--- src/rtl/pipe_stage_reg.sv ---
//==============================================================================
// Module      : pipe_stage_reg
// Description : Parametrised inter-stage pipeline register (valid, PC, payload)
//               obeying the core stall vector with pass/hold/bubble and flush.
//               Optional performance counters: define PIPE_STAGE_PERF_CNT_EN.
// Revision    : 1.0 - initial release
//==============================================================================
`default_nettype none

module pipe_stage_reg #(
  parameter int                 DATA_W   = 64,
  parameter int                 PC_W     = 32,
  parameter int                 STALL_W  = 6,
  parameter int                 STAGE    = 3,
  parameter logic [DATA_W-1:0]  NOP_DATA = '0,
  parameter int                 CNT_W    = 16
) (
  input  logic               clk,
  input  logic               rst,        // asynchronous, active-low
  input  logic [STALL_W-1:0] stall,
  input  logic               flush,
  input  logic               in_valid,
  input  logic [PC_W-1:0]    in_pc,
  input  logic [DATA_W-1:0]  in_data,
  output logic               out_valid,
  output logic [PC_W-1:0]    out_pc,
  output logic [DATA_W-1:0]  out_data
`ifdef PIPE_STAGE_PERF_CNT_EN
  ,
  output logic [CNT_W-1:0]   bubble_cnt,
  output logic [CNT_W-1:0]   hold_cnt,
  input  logic               cnt_clr
`endif
);

  typedef enum logic [0:0] {
    ST_EMPTY = 1'b0,
    ST_FULL  = 1'b1
  } vstate_e;

  vstate_e           state_q, state_d;
  logic [PC_W-1:0]   pc_q, pc_d;
  logic [DATA_W-1:0] data_q, data_d;

  logic w_us;
  logic w_ds;
  logic w_bubble;
  logic w_hold;
  logic w_stall_unused;

  assign w_us           = stall[STAGE];
  assign w_ds           = stall[STAGE+1];
  assign w_stall_unused = ^stall;

  // Flush outranks every stall combination; us=0/ds=1 falls through to pass.
  assign w_bubble = !flush && w_us && !w_ds;
  assign w_hold   = !flush && w_us && w_ds;

  always_comb begin
    state_d = state_q;
    pc_d    = pc_q;
    data_d  = data_q;
    if (flush || w_bubble) begin
      state_d = ST_EMPTY;
      pc_d    = '0;
      data_d  = NOP_DATA;
    end else if (!w_hold) begin
      state_d = in_valid ? ST_FULL : ST_EMPTY;
      pc_d    = in_pc;
      data_d  = in_data;
    end
  end

  always_ff @(posedge clk or negedge rst) begin
    if (!rst) begin
      state_q <= ST_EMPTY;
      pc_q    <= '0;
      data_q  <= NOP_DATA;
    end else begin
      state_q <= state_d;
      pc_q    <= pc_d;
      data_q  <= data_d;
    end
  end

  assign out_valid = (state_q == ST_FULL);
  assign out_pc    = pc_q;
  assign out_data  = data_q;

`ifdef PIPE_STAGE_PERF_CNT_EN
  logic [CNT_W-1:0] bubble_cnt_q, bubble_cnt_d;
  logic [CNT_W-1:0] hold_cnt_q, hold_cnt_d;

  // Saturating counters; clear wins over increment.
  always_comb begin
    bubble_cnt_d = bubble_cnt_q;
    hold_cnt_d   = hold_cnt_q;
    if (cnt_clr) begin
      bubble_cnt_d = '0;
      hold_cnt_d   = '0;
    end else begin
      if (w_bubble && (bubble_cnt_q != {CNT_W{1'b1}}))
        bubble_cnt_d = bubble_cnt_q + 1'b1;
      if (w_hold && (hold_cnt_q != {CNT_W{1'b1}}))
        hold_cnt_d = hold_cnt_q + 1'b1;
    end
  end

  always_ff @(posedge clk or negedge rst) begin
    if (!rst) begin
      bubble_cnt_q <= '0;
      hold_cnt_q   <= '0;
    end else begin
      bubble_cnt_q <= bubble_cnt_d;
      hold_cnt_q   <= hold_cnt_d;
    end
  end

  assign bubble_cnt = bubble_cnt_q;
  assign hold_cnt   = hold_cnt_q;
`endif

`ifndef SYNTHESIS
  // A legal stall controller never stalls downstream without stalling upstream.
  a_legal_stall: assert property (@(posedge clk) disable iff (!rst) !(!w_us && w_ds));
`endif

endmodule

`default_nettype wire

--- config.mk ---
export PLATFORM = sky130hd
export DESIGN_NAME = pipe_stage_reg
export DESIGN_NICKNAME = d
export VERILOG_FILES = /design/src/rtl/pipe_stage_reg.sv
export SDC_FILE = /design/constraint.sdc
export NUM_CORES = 1
export LEC_CHECK = 0
export BUFFER_PORTS_ARGS = -buffer_cell sky130_fd_sc_hd__clkbuf_2
export CORE_UTILIZATION = 50
export DETAILED_ROUTE_END_ITERATION = 6
export PLACE_DENSITY = 0.93
export SLEW_MARGIN = 30
export SYNTH_ARGS = -nofsm -noshare
export SYNTH_HDL_FRONTEND = slang
export SYNTH_SLANG_ARGS = --single-unit
--- constraint.sdc ---
create_clock -name clk -period 1.7 [get_ports clk]
set_input_delay 0.17 -clock clk [delete_from_list [all_inputs] [get_ports clk]]
set_output_delay 0.17 -clock clk [all_outputs]
set_load 0.1 [all_outputs]
After elaboration in Yosys (flattened, before gate mapping)
Index checks and enable logic that the tools add are counted.

Bits in registers: 97. Bits of input ports: 106. Output and inout bits: 97.

Equal/unequal tests: 1. Mux-type cells: 7. Reduce and logical (&&, ||, !) cells: 6.

Operators by type and width (count): 2-to-1 mux 64 bit (2); 2-to-1 mux 32 bit (2); logical AND 1 bit (3); 2-to-1 mux 1 bit (3); logical NOT 1 bit (2); inequality test 2 x 1 -> 1 bit, second input constant (1); logical OR 1 bit (1).

Longest topological paths before layout
Gate-level depths: netlist (run 1).

Depth after elaboration: 5. Depth in mapped cells: 5. Mapped depth without buffers: 2.

Worst setup path before layout (run 1)
Ideal clock, no wire load.

Path type: flip-flop to flip-flop. Start point: register, netlist name out_data[0]. End point: register data_q[0], in the netlist out_data[0]. Setup time: 78 ps. Arrival: 1194 ps. Data required time: 1622 ps. Setup slack: 428 ps. Stages on the path, launching flop included: 3. Buffers on the path: 0. Path through: dfrtp_1 -> nand3_1 -> a21oi_1.

RTL lines: to (signal assigned) (line 82) `data_q <= data_d;`; to (decl) (line 43) `logic [DATA_W-1:0] data_q, data_d;`.

Final worst setup path (run 1)
Start point: register data_q[10], in the netlist out_data[10]. End point: output out_data[10].

RTL lines: to (decl) (line 27) `output logic [DATA_W-1:0] out_data`.

No word-level cell between the ends.

==> results of run 1 <==
## layer usage
metal | up-vias | part of all wire, % | GRT usage [%] | routed length [um]
met5 | - | 0 | 0 | 0
li1 | 1803 | - | - | -
met2 | 147 | 51 | 38.9 | 5110
met3 | 17 | 6.6 | 5.07 | 656
met4 | 0 | 1.8 | 10.1 | 176
met1 | 1733 | 40 | 24.6 | 4010
## synthesized netlist by cell type
master    count
a21oi_1      97
buf_2        18
buf_4        10
buf_6         6
clkbuf_1      9
dfrtp_1      97
nand2b_1     97
nand3_1      97
## logic make-up (layout without fill, tap and decap cells)
kind of cell | Yosys count | after routing | synth area share [%]
and+or+nand+nor | 194 | 194 | 25.6
DFF | 97 | 97 | 56.8
AOI/OAI and AO/OA | 97 | 97 | 11.4
buffers and inverters | 43 | 223 | 6.24
## cell type report
| class | instances | area (um^2) |
|---|---|---|
| fill | 679 | 2810 |
| sequential | 97 | 2430 |
| timing repair buffer | 207 | 1120 |
| multi-input combinational | 291 | 1580 |
| clock buffer | 12 | 145 |
| clock inverter | 4 | 52.6 |
| tap | 105 | 131 |
## flip-flops by register name (all words and copies together), names as in the netlist
name       count
out_pc        32
out_valid      1
out_data      64
## power groups by stage
stage | registers [mW] | clock network (mW) | logic, mW
2_1_floorplan | 3.29 | 0 | 0.289
3_3_place_gp | 2.51 | 0 | 1.37
3_5_place_dp | 2.51 | 0 | 1.39
4_1_cts | 2.47 | 1.52 | 1.39
5_1_grt | 2.48 | 1.61 | 1.45
6_report | 2.47 | 1.47 | 1.39
## worst paths after layout
path / start / to / slack [ns] / cells after the start
hold / removal: in_data[29] / out_data[29] / 0.05 / 3
min in group asynchronous: rst / out_pc[22] / 0.23 / 2
hold reg to reg: out_data[29] / out_data[29] / 0.56 / 2
max in group asynchronous: rst / out_data[19] / 0.91 / 3
setup reg to reg: out_pc[14] / out_pc[14] / 0.97 / 2
setup / recovery: out_data[10] / out_data[10] / 0.34 / 1
## timing repair
| action | in CTS | in global routing |
|---|---|---|
| endpoints found under the hold margin | 43 | 0 |
| setup endpoints to repair | 0 | 0 |
| hold buffers | 1 | 0 |
## metrics by stage
stage	area (um^2)	cells	power, mW
floorplan	4270	431	3.58
finish	5450	716	5.33
global placement	5240	699	3.87
detailed placement	5240	699	3.90
CTS	5450	716	5.38
global route	5450	716	5.54
==> results.sh, run 1 <==
export IMPL_ioPinCount=203
export IMPL_worstPathBufferInverterCount=1
export IMPL_hold_class="in -> reg"
export IMPL_fin_crit_ns=1.36
export IMPL_setup_ws_ns=0.337
export IMPL_die_y_um=94.4
export IMPL_final_util_pct=66.0
export IMPL_place_ws_ns=0.604
export IMPL_yosysTopAreaCell="dfrtp_1"
export IMPL_outcome="completed"
export IMPL_power_per_cell_area_mw_per_mm2=977
export IMPL_fin_tns_setup_ns=0
export IMPL_dr_pass1_iters=4
export IMPL_intPower_mw=3.41
export IMPL_rsz0062_at_grt="false"
export IMPL_syn_area_mm2=0.00427
export IMPL_dieArea_mm2=0.00892
export IMPL_antenna_found_initial=0
export IMPL_layout_drive_gt1_share_pct=36.0
export IMPL_grt_pass1_vias=3502
export IMPL_cts_setup_buffers=0
export IMPL_cts_resized=0
export IMPL_cp_top_family="buffers and inverters"
export IMPL_tritoncts="built"
export IMPL_vias_per_cell=5.17
export IMPL_synthCells=431
export IMPL_cp_max_fo=2
export IMPL_drt_iter0_drc=156
export IMPL_final_common_cell="clkbuf_2"
export IMPL_worstPathCellList="clkbuf_2"
export IMPL_final_cell_mix="clkbuf_2 (194), nand2b_1 (97), nand3_1 (97), a21oi_1 (97), dfrtp_1 (97)"
export IMPL_final_setup_viol_count=0
export IMPL_postSynthAreaPerCell_um2=9.91
export IMPL_start_kind="flop"
export IMPL_cts_buffers=9
export IMPL_tightest_slew_ns=0.566
export IMPL_synth_seq_cells=97
export IMPL_dieWidth_um=94.4
export IMPL_syn_nets=537
export IMPL_slew_viol_final=0
export IMPL_cts_buffer_depth=2
export IMPL_ys_warn_count=0
export IMPL_drv_cap=0
export IMPL_post_route_period_util_pct=80.2
export IMPL_slew_headroom_pct=62.4
export IMPL_vias=3700
export IMPL_netlist_area_leader_share_pct=56.8
export IMPL_p_clk_share_pct=27.6
export IMPL_root_buffer="clkbuf_8"
export IMPL_grt_max_degree=115
export IMPL_fmax_mhz=734
export IMPL_hold_violations=0
export IMPL_syn_to_final_growth_pct=27.6
export IMPL_seq_area_frac_synth_pct=56.8
export IMPL_routed_wl_um=9950
export IMPL_h_tree_depth=3
export IMPL_sequentialPowerShare_pct=46.4
export IMPL_place_gp_congestion=0.769
export IMPL_initial_utilization_pct=51.7
export IMPL_crit_required_ns=1.53
export IMPL_ys_top_cells_by_area="dfrtp_1 (57%), nand2b_1 (14%), a21oi_1 (11%)"
export IMPL_ant_nets=0
export IMPL_routedWlPerCell_um=13.9
export IMPL_worst_setup_path_end_kind="primary output"
export IMPL_track_usage_pct=21.8
export IMPL_sw_frac_of_total_pct=35.9
export IMPL_p_switching_mw=1.91
export IMPL_fin_skew_ns=0
export IMPL_coreArea_mm2=0.00826
export IMPL_cp_arrival_ns=1.19
export IMPL_grt_pass1_wl_um=15200
export IMPL_setup_worst_path_class="reg -> out"
export IMPL_synth_cell_types=8
export IMPL_port_buffers=198
export IMPL_insertion_delay_ns=0.34
export IMPL_dp_hpwl_um=6920
export IMPL_power_leakage_nw=2.71
export IMPL_vdd_ir_drop_worst_mv=0.536
export IMPL_power_frac_comb_pct=26.0
export IMPL_nets=712
export IMPL_slowest_stage="clkbuf_2"
export IMPL_cts_sinks=97
export IMPL_slowest_delay_ns=0.47
export IMPL_overflow=0
export IMPL_antenna_cells=0
export IMPL_rows=33
export IMPL_fin_hold_ws_ns=0.0451
export IMPL_drc=0
export IMPL_clkTransAtPathRegs_ns=0.10
(Power assumes the default switching activity.)
==> run 2: changes to the inputs <==
ABC_AREA = 1   (was not set)
CORE_UTILIZATION = 42   (was 50)
PLACE_DENSITY = 0.85   (was 0.93)
clock period = 1.1 ns   (was 1.7 ns; I/O delays follow)
==> run 2 against run 1 <==
The run now ends with setup timing left. Setup slack worse by 0.38 ns. Sequential power up 61%. Synthesized cell count increased by 2.8%. Total power is 82% higher. Global-route usage up 12 points. Via count increased by 35%. Largest power group unchanged.
==> results.sh, run 2 <==
export IMPL_antenna_found_initial=1
export IMPL_hold_end="out_data[14]"
export IMPL_ioPinCount=203
export IMPL_vias_per_cell=5.74
export IMPL_synth_compound_area_share_pct=0
export IMPL_critPathLaunch="out_pc[20]"
export IMPL_ant_nets=0
export IMPL_worstPathCellList="buf_12"
export IMPL_h_tree_depth=3
export IMPL_cts_buffers=9
export IMPL_layout_drive_gt1_share_pct=47.1
export IMPL_die_y_um=102
export IMPL_synth_common_cells="dfrtp_1 (97), nand2_1 (97), nand3_1 (97), nand4_1 (97), buf_2 (38)"
export IMPL_final_cell_mix="buf_12 (107), clkbuf_2 (98)"
export IMPL_synthXorXnorAreaFrac_pct=0
export IMPL_cts_resized=0
export IMPL_syn_to_final_growth_pct=94.6
export IMPL_cts_buffer_depth=2
export IMPL_coreArea_mm2=0.00973
export IMPL_ys_top_cells_by_area="dfrtp_1 (58%), nand4_1 (14%), nand3_1 (12%)"
export IMPL_nets=836
export IMPL_fmax_mhz=876
export IMPL_min_from="in_data[14]"
export IMPL_overflow=0
export IMPL_start_kind="flop"
export IMPL_cts_sinks=97
export IMPL_initial_utilization_pct=43.3
export IMPL_tritoncts="built"
export IMPL_insertion_delay_ns=0.37
export IMPL_synth_ff_type="dfrtp_1"
export IMPL_fin_tns_setup_ns=-0.301
export IMPL_ys_warn_count=0
export IMPL_final_common_cell="buf_12"
export IMPL_dp_cells=737
export IMPL_syn_area_mm2=0.00421
export IMPL_cp_max_fo=2
export IMPL_tightest_slew_ns=0.373
export IMPL_drt_iter0_drc=273
export IMPL_yosys_area_share_adder_pct=0
export IMPL_synthCells=443
export IMPL_power_per_cell_area_mw_per_mm2=1190
export IMPL_crit_required_ns=0.99
export IMPL_dr_pass1_iters=5
export IMPL_num_fill_cells=444
export IMPL_synth_seq_cells=97
export IMPL_synth_edff_count=0
export IMPL_hold_violations=0
export IMPL_cp_top_family="flip-flops"
export IMPL_vias=4991
export IMPL_synth_area_mux_share_pct=0
export IMPL_rows=36
export IMPL_syn_nets=549
export IMPL_grt_pass1_vias=5068
export IMPL_slew_headroom_pct=75.1
export IMPL_r2r_end="out_pc[6]"
export IMPL_worst_setup_path_end_kind="primary output"
export IMPL_clkTransAtPathRegs_ns=0.10
export IMPL_synth_simple_area_share_pct=34.6
export IMPL_violations="setup timing"
export IMPL_rr_startpoint="out_pc[6]"
export IMPL_yosysTopAreaCell="dfrtp_1"
export IMPL_placed_area_mm2=0.00688
export IMPL_root_buffer="clkbuf_8"
export IMPL_outcome="finished, violations left"
export IMPL_drv_cap=0
export IMPL_netlist_area_leader_share_pct=57.6
export IMPL_hold_class="in -> reg"
export IMPL_worstPathBufferInverterCount=1
export IMPL_drc=0
export IMPL_fin_skew_ns=0
export IMPL_rsz0062_at_grt="true"
export IMPL_final_setup_viol_count=37
export IMPL_place_gp_congestion=0.766
export IMPL_track_usage_pct=34.0
export IMPL_grt_max_degree=85
export IMPL_r2r_slack_ns=0.13
export IMPL_slowest_stage="dfrtp_2"
export IMPL_synth_top_family_by_area="simple AND/OR/NAND/NOR gates"
export IMPL_dieWidth_um=102
export IMPL_fin_crit_ns=1.14
export IMPL_post_route_period_util_pct=104
export IMPL_slowest_delay_ns=0.46
export IMPL_design_area_mm2=0.00820
export IMPL_routedWlPerCell_um=21.1
export IMPL_ys_async_sr_fraction_pct=100
export IMPL_whs_path_depth=3
export IMPL_largest_reg_flops=64
export IMPL_finalNonFillerCells=869
export IMPL_synth_cell_types=10
export IMPL_grt_pass1_wl_um=26400
export IMPL_postSynthAreaPerCell_um2=9.51
export IMPL_r2r_cells=4
export IMPL_cp_arrival_ns=1.03
export IMPL_setup_worst_path_class="reg -> out"
export IMPL_routed_wl_um=18300
export IMPL_place_ws_ns=0.143
export IMPL_seq_area_frac_synth_pct=57.6
export IMPL_slew_viol_final=0
export IMPL_dieArea_mm2=0.0104
export IMPL_power_leakage_nw=3.92
export IMPL_vdd_ir_drop_worst_mv=1.19
export IMPL_dp_hpwl_um=9440
export IMPL_setup_ws_ns=-0.0410
export IMPL_port_buffers=198
run 2: what timing repair did:
item | 4_1_cts | 5_1_grt
setup buffers | 10 | 9
hold endpoints to repair | 192 | 0
hold buffers | 96 | 0
setup endpoints to repair | 97 | 97
pin swaps | 0 | 0
run 2: logic make-up (layout without fill, tap and decap cells):
kind of cell  count (synthesis)  count (layout)
flops                        97              97
simple gates                291             291
other cells                   0               1
buf+inv                      55             347
run 2: routing by layer:
| layer | share of wire (%) | GRT usage (%) | up-vias |
|---|---|---|---|
| met5 | 0 | 0 | - |
| met4 | 5.7 | 19.2 | 0 |
| met3 | 9.7 | 11.6 | 91 |
| met2 | 51 | 59.4 | 334 |
| met1 | 34 | 35.8 | 2418 |
| li1 | - | - | 2148 |
run 2: worst max-delay path by stage:
stage,depth (start not counted),to
after floorplan,2,out_data[0]
after global placement,4,out_data[30]
after detailed placement,5,out_data[13]
after CTS,1,out_data[61]
after global routing,1,out_data[60]
final,1,out_pc[20]
run 2: area by class of cell:
cell class / instances / area, um^2 / area share, %
Clock buffer: 14 / 173 / 2.11
Tap cell: 133 / 166 / 2.03
Sequential cell: 97 / 2550 / 31.1
Multi-Input combinational cell: 291 / 1460 / 17.8
Inverter: 2 / 12.5 / 0.153
Clock inverter: 2 / 35.0 / 0.427
Antenna cell: 1 / 2.50 / 0.0305
Timing Repair Buffer: 329 / 3800 / 46.4
run 2: through the flow:
| stage | utilization (%) | hold slack [ns] | total power, mW |
|---|---|---|---|
| 2_1_floorplan | - | -0.186 | 5.61 |
| 3_3_place_gp | 70.7 | 0.103 | 6.79 |
| 3_5_place_dp | 70.7 | 0.127 | 6.86 |
| 4_1_cts | 83.5 | 0.00547 | 9.61 |
| 5_1_grt | 84.2 | 0.0105 | 10.0 |
| 6_report | 84.2 | 0.0147 | 9.71 |
run 2: power breakdown:
part / total (mW) / leakage [nW] / internal [mW] / switching (mW)
clock network: 2.50 / 0.107 / 1.24 / 1.26
registers: 3.97 / 1.15 / 3.76 / 0.209
logic: 3.24 / 2.66 / 1.22 / 2.01
run 2: worst register-to-register path, cell delays in order, from the launching register on:
cell	delay (ns)
dfrtp_2	0.43
buf_4	0.14
buf_4	0.12
nand4_1	0.10
nand2_1	0.07
